`src/rtl/uart_tx_arb_pkg.sv`:
```
// Shared definitions for the UART transmit arbiter: FSM state encodings,
// default frame width and the owner-index width helper.
package uart_pkg;

    localparam logic [1:0] ST_IDLE      = 2'd0;
    localparam logic [1:0] ST_ISSUE     = 2'd1;
    localparam logic [1:0] ST_WAIT_DONE = 2'd2;

    localparam int N_DEFAULT = 8;

    typedef enum logic [1:0] {
        S_IDLE      = ST_IDLE,
        S_ISSUE     = ST_ISSUE,
        S_WAIT_DONE = ST_WAIT_DONE
    } arb_state_t;

    // A single requester still needs a 1-bit index
    function automatic int owner_width(input int nreq);
        return (nreq > 1) ? $clog2(nreq) : 1;
    endfunction

endpackage

```
`src/rtl/uart_tx_arb_if.sv`:
```
// Requester-side and transmitter-side signal bundle of uart_tx_arb.
// The timeout strobe exists only when UART_TX_ARB_TIMEOUT_EN is defined.
interface uart_tx_arb_if
    import uart_pkg::*;
#(
    parameter int N    = N_DEFAULT,
    parameter int NREQ = 4
);
    localparam int OW = owner_width(NREQ);

    logic [NREQ-1:0]   req;
    logic [NREQ*N-1:0] req_data;
    logic [NREQ-1:0]   ack;
    logic [NREQ-1:0]   done;
    logic [N-1:0]      tx_data;
    logic              tx_dv;
    logic              tx_ready;
    logic              tx_done;
    logic              busy;
    logic [OW-1:0]     owner;
`ifdef UART_TX_ARB_TIMEOUT_EN
    logic              timeout;
`endif

    modport master (
        input  req, req_data, tx_ready, tx_done,
        output ack, done, tx_data, tx_dv, busy, owner
`ifdef UART_TX_ARB_TIMEOUT_EN
        , output timeout
`endif
    );

    modport slave (
        output req, req_data, tx_ready, tx_done,
        input  ack, done, tx_data, tx_dv, busy, owner
`ifdef UART_TX_ARB_TIMEOUT_EN
        , input timeout
`endif
    );

endinterface

```
`src/rtl/uart_tx_arb_rr_pick.sv`:
```
// Combinational round-robin picker: first set req bit searching upward
// from ptr+1, wrapping modulo NREQ.
module rr_pick
    import uart_pkg::*;
#(
    parameter int NREQ = 4,
    parameter int W    = owner_width(NREQ)
) (
    input  logic [NREQ-1:0] req,
    input  logic [W-1:0]    ptr,
    output logic            valid,
    output logic [W-1:0]    index
);

    logic [W-1:0] cand_s;

    // Scan from farthest to nearest offset so the nearest hit is the last write
    always_comb begin
        valid  = 1'b0;
        index  = {W{1'b0}};
        cand_s = {W{1'b0}};
        for (int off = NREQ; off >= 1; off--) begin
            cand_s = W'((int'(ptr) + off) % NREQ);
            valid  = valid | req[cand_s];
            index  = req[cand_s] ? cand_s : index;
        end
    end

endmodule

```
`src/rtl/uart_tx_arb.sv`:
```
// Round-robin arbiter sharing one UART transmitter between NREQ requesters.
// Define UART_TX_ARB_TIMEOUT_EN to abort WAIT_DONE after TIMEOUT_CYC clocks.
module uart_tx_arb
    import uart_pkg::*;
#(
    parameter int N           = N_DEFAULT,
    parameter int NREQ        = 4,
    parameter int TIMEOUT_CYC = 65536
) (
    input  logic           i_clk,
    input  logic           rst,
    uart_tx_arb_if.master  bus
);

    localparam int OW = owner_width(NREQ);
    localparam logic [NREQ-1:0] ONE_HOT0 = {{(NREQ-1){1'b0}}, 1'b1};

    arb_state_t      state_r, state_nxt_s;
    logic [OW-1:0]   rr_ptr_r, rr_ptr_nxt_s;
    logic [OW-1:0]   owner_r, owner_nxt_s;
    logic [N-1:0]    tx_data_r, tx_data_nxt_s;
    logic            tx_dv_r, tx_dv_nxt_s;
    logic [NREQ-1:0] ack_r, ack_nxt_s;
    logic [NREQ-1:0] done_r, done_nxt_s;
    logic            busy_r;
    logic            win_valid_s;
    logic [OW-1:0]   win_idx_s;

`ifdef UART_TX_ARB_TIMEOUT_EN
    localparam int CNT_W = $clog2(TIMEOUT_CYC + 1);
    localparam logic [CNT_W-1:0] CNT_LAST = CNT_W'(TIMEOUT_CYC - 1);
    logic [CNT_W-1:0] cnt_r, cnt_nxt_s;
    logic             timeout_r, timeout_nxt_s;
`endif

    rr_pick #(.NREQ(NREQ), .W(OW)) u_pick (
        .req   (bus.req),
        .ptr   (rr_ptr_r),
        .valid (win_valid_s),
        .index (win_idx_s)
    );

    // Next-state and next-output logic; every output is registered below
    always_comb begin
        state_nxt_s   = state_r;
        rr_ptr_nxt_s  = rr_ptr_r;
        owner_nxt_s   = owner_r;
        tx_data_nxt_s = tx_data_r;
        tx_dv_nxt_s   = 1'b0;
        ack_nxt_s     = {NREQ{1'b0}};
        done_nxt_s    = {NREQ{1'b0}};
`ifdef UART_TX_ARB_TIMEOUT_EN
        cnt_nxt_s     = cnt_r;
        timeout_nxt_s = 1'b0;
`endif
        case (state_r)
            S_IDLE: begin
                if (bus.tx_ready && win_valid_s) begin
                    owner_nxt_s   = win_idx_s;
                    tx_data_nxt_s = bus.req_data[int'(win_idx_s)*N +: N];
                    tx_dv_nxt_s   = 1'b1;
                    ack_nxt_s     = ONE_HOT0 << win_idx_s;
                    state_nxt_s   = S_ISSUE;
                end else begin
                    state_nxt_s   = S_IDLE;
                end
            end
            S_ISSUE: begin
                state_nxt_s = S_WAIT_DONE;
`ifdef UART_TX_ARB_TIMEOUT_EN
                cnt_nxt_s   = {CNT_W{1'b0}};
`endif
            end
            S_WAIT_DONE: begin
                if (bus.tx_done) begin
                    done_nxt_s   = ONE_HOT0 << owner_r;
                    rr_ptr_nxt_s = owner_r;
                    state_nxt_s  = S_IDLE;
                end else begin
`ifdef UART_TX_ARB_TIMEOUT_EN
                    if (cnt_r == CNT_LAST) begin
                        timeout_nxt_s = 1'b1;
                        rr_ptr_nxt_s  = owner_r;
                        state_nxt_s   = S_IDLE;
                    end else begin
                        cnt_nxt_s     = cnt_r + CNT_W'(1);
                    end
`else
                    state_nxt_s = S_WAIT_DONE;
`endif
                end
            end
            default: begin
                state_nxt_s = S_IDLE;
            end
        endcase
    end

    // State and registered-output update
    always_ff @(posedge i_clk or posedge rst) begin
        if (rst) begin
            state_r   <= S_IDLE;
            rr_ptr_r  <= OW'(NREQ - 1);
            owner_r   <= {OW{1'b0}};
            tx_data_r <= {N{1'b0}};
            tx_dv_r   <= 1'b0;
            ack_r     <= {NREQ{1'b0}};
            done_r    <= {NREQ{1'b0}};
            busy_r    <= 1'b0;
        end else begin
            state_r   <= state_nxt_s;
            rr_ptr_r  <= rr_ptr_nxt_s;
            owner_r   <= owner_nxt_s;
            tx_data_r <= tx_data_nxt_s;
            tx_dv_r   <= tx_dv_nxt_s;
            ack_r     <= ack_nxt_s;
            done_r    <= done_nxt_s;
            busy_r    <= (state_nxt_s != S_IDLE);
        end
    end

`ifdef UART_TX_ARB_TIMEOUT_EN
    // WAIT_DONE watchdog counter and abort strobe
    always_ff @(posedge i_clk or posedge rst) begin
        if (rst) begin
            cnt_r     <= {CNT_W{1'b0}};
            timeout_r <= 1'b0;
        end else begin
            cnt_r     <= cnt_nxt_s;
            timeout_r <= timeout_nxt_s;
        end
    end

    assign bus.timeout = timeout_r;
`endif

    assign bus.ack     = ack_r;
    assign bus.done    = done_r;
    assign bus.tx_data = tx_data_r;
    assign bus.tx_dv   = tx_dv_r;
    assign bus.busy    = busy_r;
    assign bus.owner   = owner_r;

endmodule

```
`src/flat_wrapper.sv`:
```
// flat-port wrapper written by rule: the top's interface ports become plain ports
module uart_tx_arb_flat import uart_pkg::*;
#(
    parameter int N           = N_DEFAULT,
    parameter int NREQ        = 4,
    parameter int TIMEOUT_CYC = 65536
)
  (i_clk, rst, bus_req, bus_req_data, bus_tx_ready, bus_tx_done, bus_ack, bus_done, bus_tx_data, bus_tx_dv, bus_busy, bus_owner);
  uart_tx_arb_if #(.N(N), .NREQ(NREQ)) bus_i ();
  input  logic i_clk;
  input  logic rst;
  input wire logic [$bits(bus_i.req)-1:0] bus_req;
  input wire logic [$bits(bus_i.req_data)-1:0] bus_req_data;
  input wire logic [$bits(bus_i.tx_ready)-1:0] bus_tx_ready;
  input wire logic [$bits(bus_i.tx_done)-1:0] bus_tx_done;
  output wire logic [$bits(bus_i.ack)-1:0] bus_ack;
  output wire logic [$bits(bus_i.done)-1:0] bus_done;
  output wire logic [$bits(bus_i.tx_data)-1:0] bus_tx_data;
  output wire logic [$bits(bus_i.tx_dv)-1:0] bus_tx_dv;
  output wire logic [$bits(bus_i.busy)-1:0] bus_busy;
  output wire logic [$bits(bus_i.owner)-1:0] bus_owner;
  assign bus_i.req = bus_req;
  assign bus_i.req_data = bus_req_data;
  assign bus_i.tx_ready = bus_tx_ready;
  assign bus_i.tx_done = bus_tx_done;
  assign bus_ack = bus_i.ack;
  assign bus_done = bus_i.done;
  assign bus_tx_data = bus_i.tx_data;
  assign bus_tx_dv = bus_i.tx_dv;
  assign bus_busy = bus_i.busy;
  assign bus_owner = bus_i.owner;
  uart_tx_arb #(.N(N), .NREQ(NREQ), .TIMEOUT_CYC(TIMEOUT_CYC)) u_core (.i_clk(i_clk), .rst(rst), .bus(bus_i));
endmodule
```
`config.mk`:
```
export PLATFORM = sky130hd
export DESIGN_NAME = uart_tx_arb_flat
export DESIGN_NICKNAME = d
export VERILOG_FILES = /design/src/rtl/uart_tx_arb_pkg.sv /design/src/rtl/uart_tx_arb_if.sv /design/src/rtl/uart_tx_arb_rr_pick.sv /design/src/rtl/uart_tx_arb.sv /design/src/flat_wrapper.sv
export SDC_FILE = /design/constraint.sdc
export NUM_CORES = 1
export LEC_CHECK = 0
export CAP_MARGIN = 0
export CORE_ASPECT_RATIO = 1.2
export CORE_MARGIN = 8
export CORE_UTILIZATION = 30
export DETAILED_ROUTE_END_ITERATION = 6
export PLACE_DENSITY = 0.65
export SLEW_MARGIN = 40
export SYNTH_ARGS = -nofsm -noshare
export SYNTH_HDL_FRONTEND = slang
export SYNTH_SLANG_ARGS = --single-unit
```
`constraint.sdc`:
```
create_clock -name i_clk -period 2.3 [get_ports i_clk]
set_clock_uncertainty 0.2 [all_clocks]
set_input_delay 0.23 -clock i_clk [delete_from_list [all_inputs] [get_ports i_clk]]
set_output_delay 0.23 -clock i_clk [all_outputs]
set_load 0.05 [all_outputs]
```
==> flow_metrics.env, run 1 <==
export IMPL_status="finished clean"
export IMPL_reg2reg_setup_slack_ns=0.27
export IMPL_start_util_pct=31.00
export IMPL_antenna_found_initial=0
export IMPL_post_cts_setup_buffers=0
export IMPL_clk_latency_ns=0.26
export IMPL_place_ws_ns=-0.03477
export IMPL_post_drt_wl_per_cell_um=15.02
export IMPL_crit_fanout=12
export IMPL_fin_crit_ns=2.046
export IMPL_cts_repair_resized=0
export IMPL_diodes=0
export IMPL_yosysMostFrequentCell="dfrtp_1"
export IMPL_final_nets=228
export IMPL_rows=26
export IMPL_vias=1176
export IMPL_synth_top_cell_by_area="dfrtp_1"
export IMPL_totalWireLength_mm=3.649
export IMPL_grt_pass1_wl_mm=5.844
export IMPL_dieArea_um2=6793
export IMPL_hold_viol=0
export IMPL_cts_root_buf="clkbuf_8"
export IMPL_ys_top_cells_by_count="dfrtp_1, nand2_1, o21ai_0"
export IMPL_finalCritPeriodShare_pct=88.94
export IMPL_core_region_area_um2=4262
export IMPL_clk_path_buf_depth=2
export IMPL_critPathKind="input pin to flip-flop"
export IMPL_syn2layout_area_growth_pct=57.48
export IMPL_io_buffers=59
export IMPL_final_max_slew_viol_count=0
export IMPL_syn_area_um2=1321
export IMPL_cap_viol_max_count=0
export IMPL_synth_main_ff_cell="dfrtp_1"
export IMPL_die_x_um=76.58
export IMPL_synth_top_area_share_pct=41.67
export IMPL_chipHeight_um=88.70
export IMPL_dr_pass1_iters=4
export IMPL_dpl_cell_area_um2=2009
export IMPL_syn_inst=123
export IMPL_utilization_pct=48.83
export IMPL_yosysWarnings=0
export IMPL_grtUsageTotal_pct=10.57
export IMPL_stdcell_area_um2=2081
export IMPL_timing_fmax_ghz=0.4889
export IMPL_clk_pin_slew_ns=0.08
export IMPL_worstPathArrival_ns=1.98
export IMPL_synth_edf_count=0
export IMPL_htreeDepth=1
export IMPL_crit_chain="clkdlybuf4s50_1 -> nor2b_1 -> o21a_1 -> nor3_4 -> buf_12 -> mux2i_1 -> o211ai_2"
export IMPL_cp_start_kind="input pin"
export IMPL_yosysUniqueCellTypes=39
export IMPL_clock_sinks=24
export IMPL_place_congestion=0.7387
export IMPL_multi_input_area_um2=664.4
export IMPL_setup_viol=0
export IMPL_end_kind="flip-flop"
export IMPL_min_path_type="input pin to async pin"
export IMPL_synth_nets=163
export IMPL_ios=60
export IMPL_worst_slew_pin_slew_ns=0.5987
export IMPL_p_leak_nw=0.8957
export IMPL_hold_buffers=0
export IMPL_rsz0062_at_grt="no"
export IMPL_critPathRequiredTime_ns=2.23
export IMPL_r2r_cells=6
export IMPL_synth_seq_area_share_pct=45.64
export IMPL_vdd_drop_max_mv=0.3425
export IMPL_synth_area_top_cells="dfrtp_1, mux2i_1, o211ai_2"
export IMPL_drc=0
export IMPL_async_flop_share_pct=100.0
export IMPL_cts_tree="built"
export IMPL_total_power_mw=2.343
export IMPL_grt_overflow_total=0
export IMPL_cts_made_buffers=3
export IMPL_ys_ff_latch=24
export IMPL_drtAntennaViolNets=0
export IMPL_final_seq_area_um2=603.1
export IMPL_grt_max_degree=25
export IMPL_hpwl_mm=3.006
export IMPL_fillers=401
export IMPL_cp_slowest_stage_delay_ns=0.49
export IMPL_relSlewSlack_pct=59.66
export IMPL_syn_avg_cell_area_um2=10.74
export IMPL_fin_ws_ns=0.2544
export IMPL_grt_pass1_vias=1184
export IMPL_slowest_stage="clkdlybuf4s50_1"
export IMPL_drive_gt1_share_pct=16.58
export IMPL_drtIter0Drc=43
export IMPL_vias_per_cell=4.840
export IMPL_p_per_area_nw_per_um2=1126
[worst max-delay path, delay by kind of cell]
family / cells / cell delay, ns
buf+inv: 2 / 0.66
simple gates: 2 / 0.43
mux: 1 / 0.26
compound gates: 2 / 0.40
[per-stage QoR]
stage | setup TNS, ns | std cells | hold WS (ns)
6_report | 0 | 243 | 0.1074
4_1_cts | 0 | 243 | 0.1180
3_3_place_gp | 0 | 239 | 0.2811
3_5_place_dp | -0.03477 | 239 | 0.2818
2_1_floorplan | 0 | 123 | 0.04314
5_1_grt | 0 | 243 | 0.1566
[state kept, by name (all words and copies together), names as in the netlist]
name	cells
u_core.bus.done	4
u_core.rr_ptr_r	2
u_core.bus.tx_dv	1
u_core.bus.owner	2
u_core.bus.ack	4
u_core.state_r	2
u_core.bus.tx_data	8
u_core.bus.busy	1
[path summary, 6_finish.rpt]
path | from | end
worst min-delay path | rst | u_core.bus.owner[0]
worst min register to register | u_core.rr_ptr_r[0] | u_core.rr_ptr_r[0]
min in group i_clk | u_core.rr_ptr_r[0] | u_core.rr_ptr_r[0]
worst max-delay path | bus_req[1] | u_core.bus.tx_data[0]
max in group asynchronous | rst | u_core.rr_ptr_r[1]
worst max register to register | u_core.rr_ptr_r[0] | u_core.bus.tx_data[0]
[layout by cell type, fill, tap and decap left out, types with 2 or more instances in the layout]
cell             synthesis  routed
mux2i_1                  8       8
nand2b_1                 3       3
o21ai_0                 10      10
dfstp_2                  2       2
o211ai_1                 2       2
o31a_2                   4       4
clkbuf_8                 0       3
buf_12                   0       2
nand2_1                 17      17
o211ai_2                 6       6
inv_1                    2       2
clkdlybuf4s50_1          0      59
dfrtp_1                 22      22
o31a_1                   4       4
and4_1                   8       8
buf_4                    2       4
nor2_1                   7       7
[cells by family (layout without fill, tap and decap cells)]
group,Yosys count,count (layout),synth area share (%)
buffers and inverters,8,72,4.071
AOI/OAI and AO/OA,33,33,21.12
DFF,24,24,45.64
and+or+nand+nor,49,49,22.26
muxes,9,9,6.913
[final cells by class]
cell class	count	share of cell area [%]
tap	56	3.367
inverter	3	0.5412
clock buffer	3	1.984
timing repair buffer	65	31.75
clock inverter	1	1.443
sequential	24	28.98
multi-input combinational	91	31.93
[power by group]
group          switching [mW]  leakage (nW)  total [mW]  internal [mW]
Clock                   0.125        0.0357       0.358          0.232
Sequential              0.107         0.306       0.682          0.575
Combinational           0.780         0.554        1.30          0.523
Total                    1.01         0.896        2.34           1.33
[per-layer routing]
metal  global-route usage [%]  routed length, um  up-vias  part of all wire, %
li1                         -                  -      582                    -
met1                    11.63               1474      553                   40
met2                    18.95               1888       37                   52
met3                    3.252                244        4                  6.7
met4                    3.678                 42        0                  1.2
met5                        0                  0        -                    0
No activity file was read; power rests on OpenSTA's default activity.
==> inputs of run 2 (changes only) <==
--- a/config.mk
+++ b/config.mk
@@ -11,7 +11,7 @@
 export CORE_UTILIZATION = 30
 export DETAILED_ROUTE_END_ITERATION = 6
 export PLACE_DENSITY = 0.65
-export SLEW_MARGIN = 40
+export SLEW_MARGIN = 10
 export SYNTH_ARGS = -nofsm -noshare
 export SYNTH_HDL_FRONTEND = slang
 export SYNTH_SLANG_ARGS = --single-unit
==> results of run 2 <==
Same layout as run 1: the final DEF is identical, and so are final timing and power.
==> inputs of run 3 (changes only) <==
--- a/config.mk
+++ b/config.mk
@@ -10,7 +10,9 @@
 export CORE_MARGIN = 8
 export CORE_UTILIZATION = 30
 export DETAILED_ROUTE_END_ITERATION = 6
-export PLACE_DENSITY = 0.65
+export DONT_BUFFER_PORTS = 1
+export PLACE_DENSITY = 0.48
+export SETUP_SLACK_MARGIN = 0.02
 export SLEW_MARGIN = 10
 export SYNTH_ARGS = -nofsm -noshare
 export SYNTH_HDL_FRONTEND = slang
==> flow_metrics.env, run 3 (synthesized netlist as in run 1, its figures left out) <==
export IMPL_hold_viol=0
export IMPL_syn2layout_area_growth_pct=21.59
export IMPL_vias_per_cell=4.925
export IMPL_drtAntennaViolNets=0
export IMPL_p_per_area_nw_per_um2=1227
export IMPL_die_x_um=76.58
export IMPL_crit_chain="nor2b_4 -> o21a_1 -> nor3_4 -> buf_4 -> mux2i_1 -> o211ai_2"
export IMPL_p_comb_share_pct=28.9
export IMPL_rows=26
export IMPL_cts_repair_resized=0
export IMPL_drive_gt1_share_pct=19.58
export IMPL_cp_start_kind="flip-flop"
export IMPL_core_region_area_um2=4262
export IMPL_drc=0
export IMPL_drt_met1_wl_mm=1.494
export IMPL_clk_latency_ns=0.26
export IMPL_total_power_mw=1.971
export IMPL_critPathKind="flip-flop to flip-flop"
export IMPL_clock_sinks=24
export IMPL_worst_slew_pin_slew_ns=0.8875
export IMPL_hold_buffers=18
export IMPL_critPathRequiredTime_ns=2.24
export IMPL_cp_buffers_inverters=1
export IMPL_fin_crit_ns=2.032
export IMPL_diodes=0
export IMPL_end_kind="flip-flop"
export IMPL_rr_startpoint="u_core.rr_ptr_r[0]"
export IMPL_pwr_share_seq_pct=56.7
export IMPL_place_congestion=0.7688
export IMPL_hpwl_mm=2.836
export IMPL_worstPathArrival_ns=1.97
export IMPL_cts_tree="built"
export IMPL_status="finished clean"
export IMPL_cp_top_family="flip-flops"
export IMPL_setup_viol=0
export IMPL_clk_pin_slew_ns=0.08
export IMPL_crit_fanout=12
export IMPL_rsz0062_at_grt="no"
export IMPL_wl_met3_um=301
export IMPL_place_ws_ns=0.2678
export IMPL_p_sw_uw=982.4
export IMPL_vias=980
export IMPL_dieArea_um2=6793
export IMPL_p_sw_share_pct=49.84
export IMPL_fin_ws_ns=0.2676
export IMPL_holdWs_ns=0.006574
export IMPL_start_util_pct=31.00
export IMPL_p_int_uw=988.6
export IMPL_fillers=425
export IMPL_grt_max_degree=25
export IMPL_grt_pass1_wl_mm=5.768
export IMPL_dr_max_layer_used="met4"
export IMPL_post_drt_wl_per_cell_um=18.10
export IMPL_finalSetupTns_ns=0
export IMPL_finalCritPeriodShare_pct=88.37
export IMPL_ios=60
export IMPL_post_cts_setup_buffers=0
export IMPL_largest_reg_flops=8
export IMPL_clk_path_buf_depth=2
export IMPL_cp_slowest_stage_delay_ns=0.57
export IMPL_vdd_drop_max_mv=0.2853
export IMPL_htreeDepth=1
export IMPL_slowest_stage="dfstp_2"
export IMPL_grtUsageTotal_pct=10.60
export IMPL_cap_viol_max_count=0
export IMPL_relSlewSlack_pct=40.77
export IMPL_antenna_found_initial=0
export IMPL_totalWireLength_mm=3.602
export IMPL_cts_root_buf="clkbuf_8"
export IMPL_min_path_type="input pin to flip-flop"
export IMPL_chipHeight_um=88.70
export IMPL_io_buffers=0
export IMPL_min_from="bus_tx_done"
export IMPL_timing_fmax_ghz=0.4920
export IMPL_final_common_cell="dfrtp_1"
export IMPL_cts_made_buffers=3
export IMPL_grt_pass1_vias=1092
export IMPL_dr_pass1_iters=4
export IMPL_dpl_cell_area_um2=1371
export IMPL_grt_overflow_total=0
export IMPL_drtIter0Drc=54
export IMPL_p_leak_nw=0.7144
export IMPL_power_share_clock_pct=14.4
export IMPL_stdcell_area_um2=1607
export IMPL_final_nets=184
export IMPL_critPathLaunch="u_core.rr_ptr_r[0]"
export IMPL_mostFrequentLayoutCells="dfrtp_1, dlygate4sd3_1, nand2_1"
export IMPL_final_max_slew_viol_count=0
export IMPL_route_met2_wl_mm=1.764
-- run 3: changes by cell type in the layout (fill, tap and decap cells not counted) --
cell,previous run,this run
clkdlybuf4s50_1,59,0
clkbuf_8,3,4
dlygate4sd3_1,0,18
bufinv_16,1,0
buf_4,4,3
buf_12,2,0
-- run 3: area by class of cell --
type | count | area, um2 | share of cell area, %
Tap cell | 56 | 70.07 | 4.361
Inverter | 3 | 11.26 | 0.7009
Clock buffer | 4 | 55.05 | 3.427
Timing Repair Buffer | 21 | 202.7 | 12.62
Sequential cell | 24 | 603.1 | 37.54
Multi-Input combinational cell | 91 | 664.4 | 41.36
-- run 3: worst paths after layout --
path                                         end  slack (ns)  depth (start not counted)
setup / recovery           u_core.bus.tx_data[7]        0.27                          6
hold / removal                 u_core.state_r[1]       0.007                          2
setup reg to reg           u_core.bus.tx_data[7]        0.27                          6
hold reg to reg               u_core.rr_ptr_r[0]        0.30                          2
max in group asynchronous    u_core.bus.owner[0]        0.97                          2
min in group asynchronous      u_core.bus.ack[1]        0.39                          2
-- run 3: stage by stage --
step | cells | utilization, %
6_report | 199 | 37.70
5_1_grt | 199 | 37.70
4_1_cts | 199 | 37.70
3_5_place_dp | 177 | 32.18
3_3_place_gp | 177 | 32.18
2_1_floorplan | 123 | -
-- run 3: metal layers --
metal	up-vias	GRT usage (%)
met5	-	0
li1	491	-
met2	32	17.86
met3	2	3.455
met1	455	11.90
met4	0	5.254
-- run 3: power groups by stage --
stage               clock (mW)  sequential (mW)  combinational, mW
finish                   0.283             1.12              0.570
global route             0.306             1.14              0.646
CTS                      0.296             1.12              0.578
detailed placement           0             1.13              0.550
global placement             0             1.13              0.532
floorplan                    0             1.08              0.478
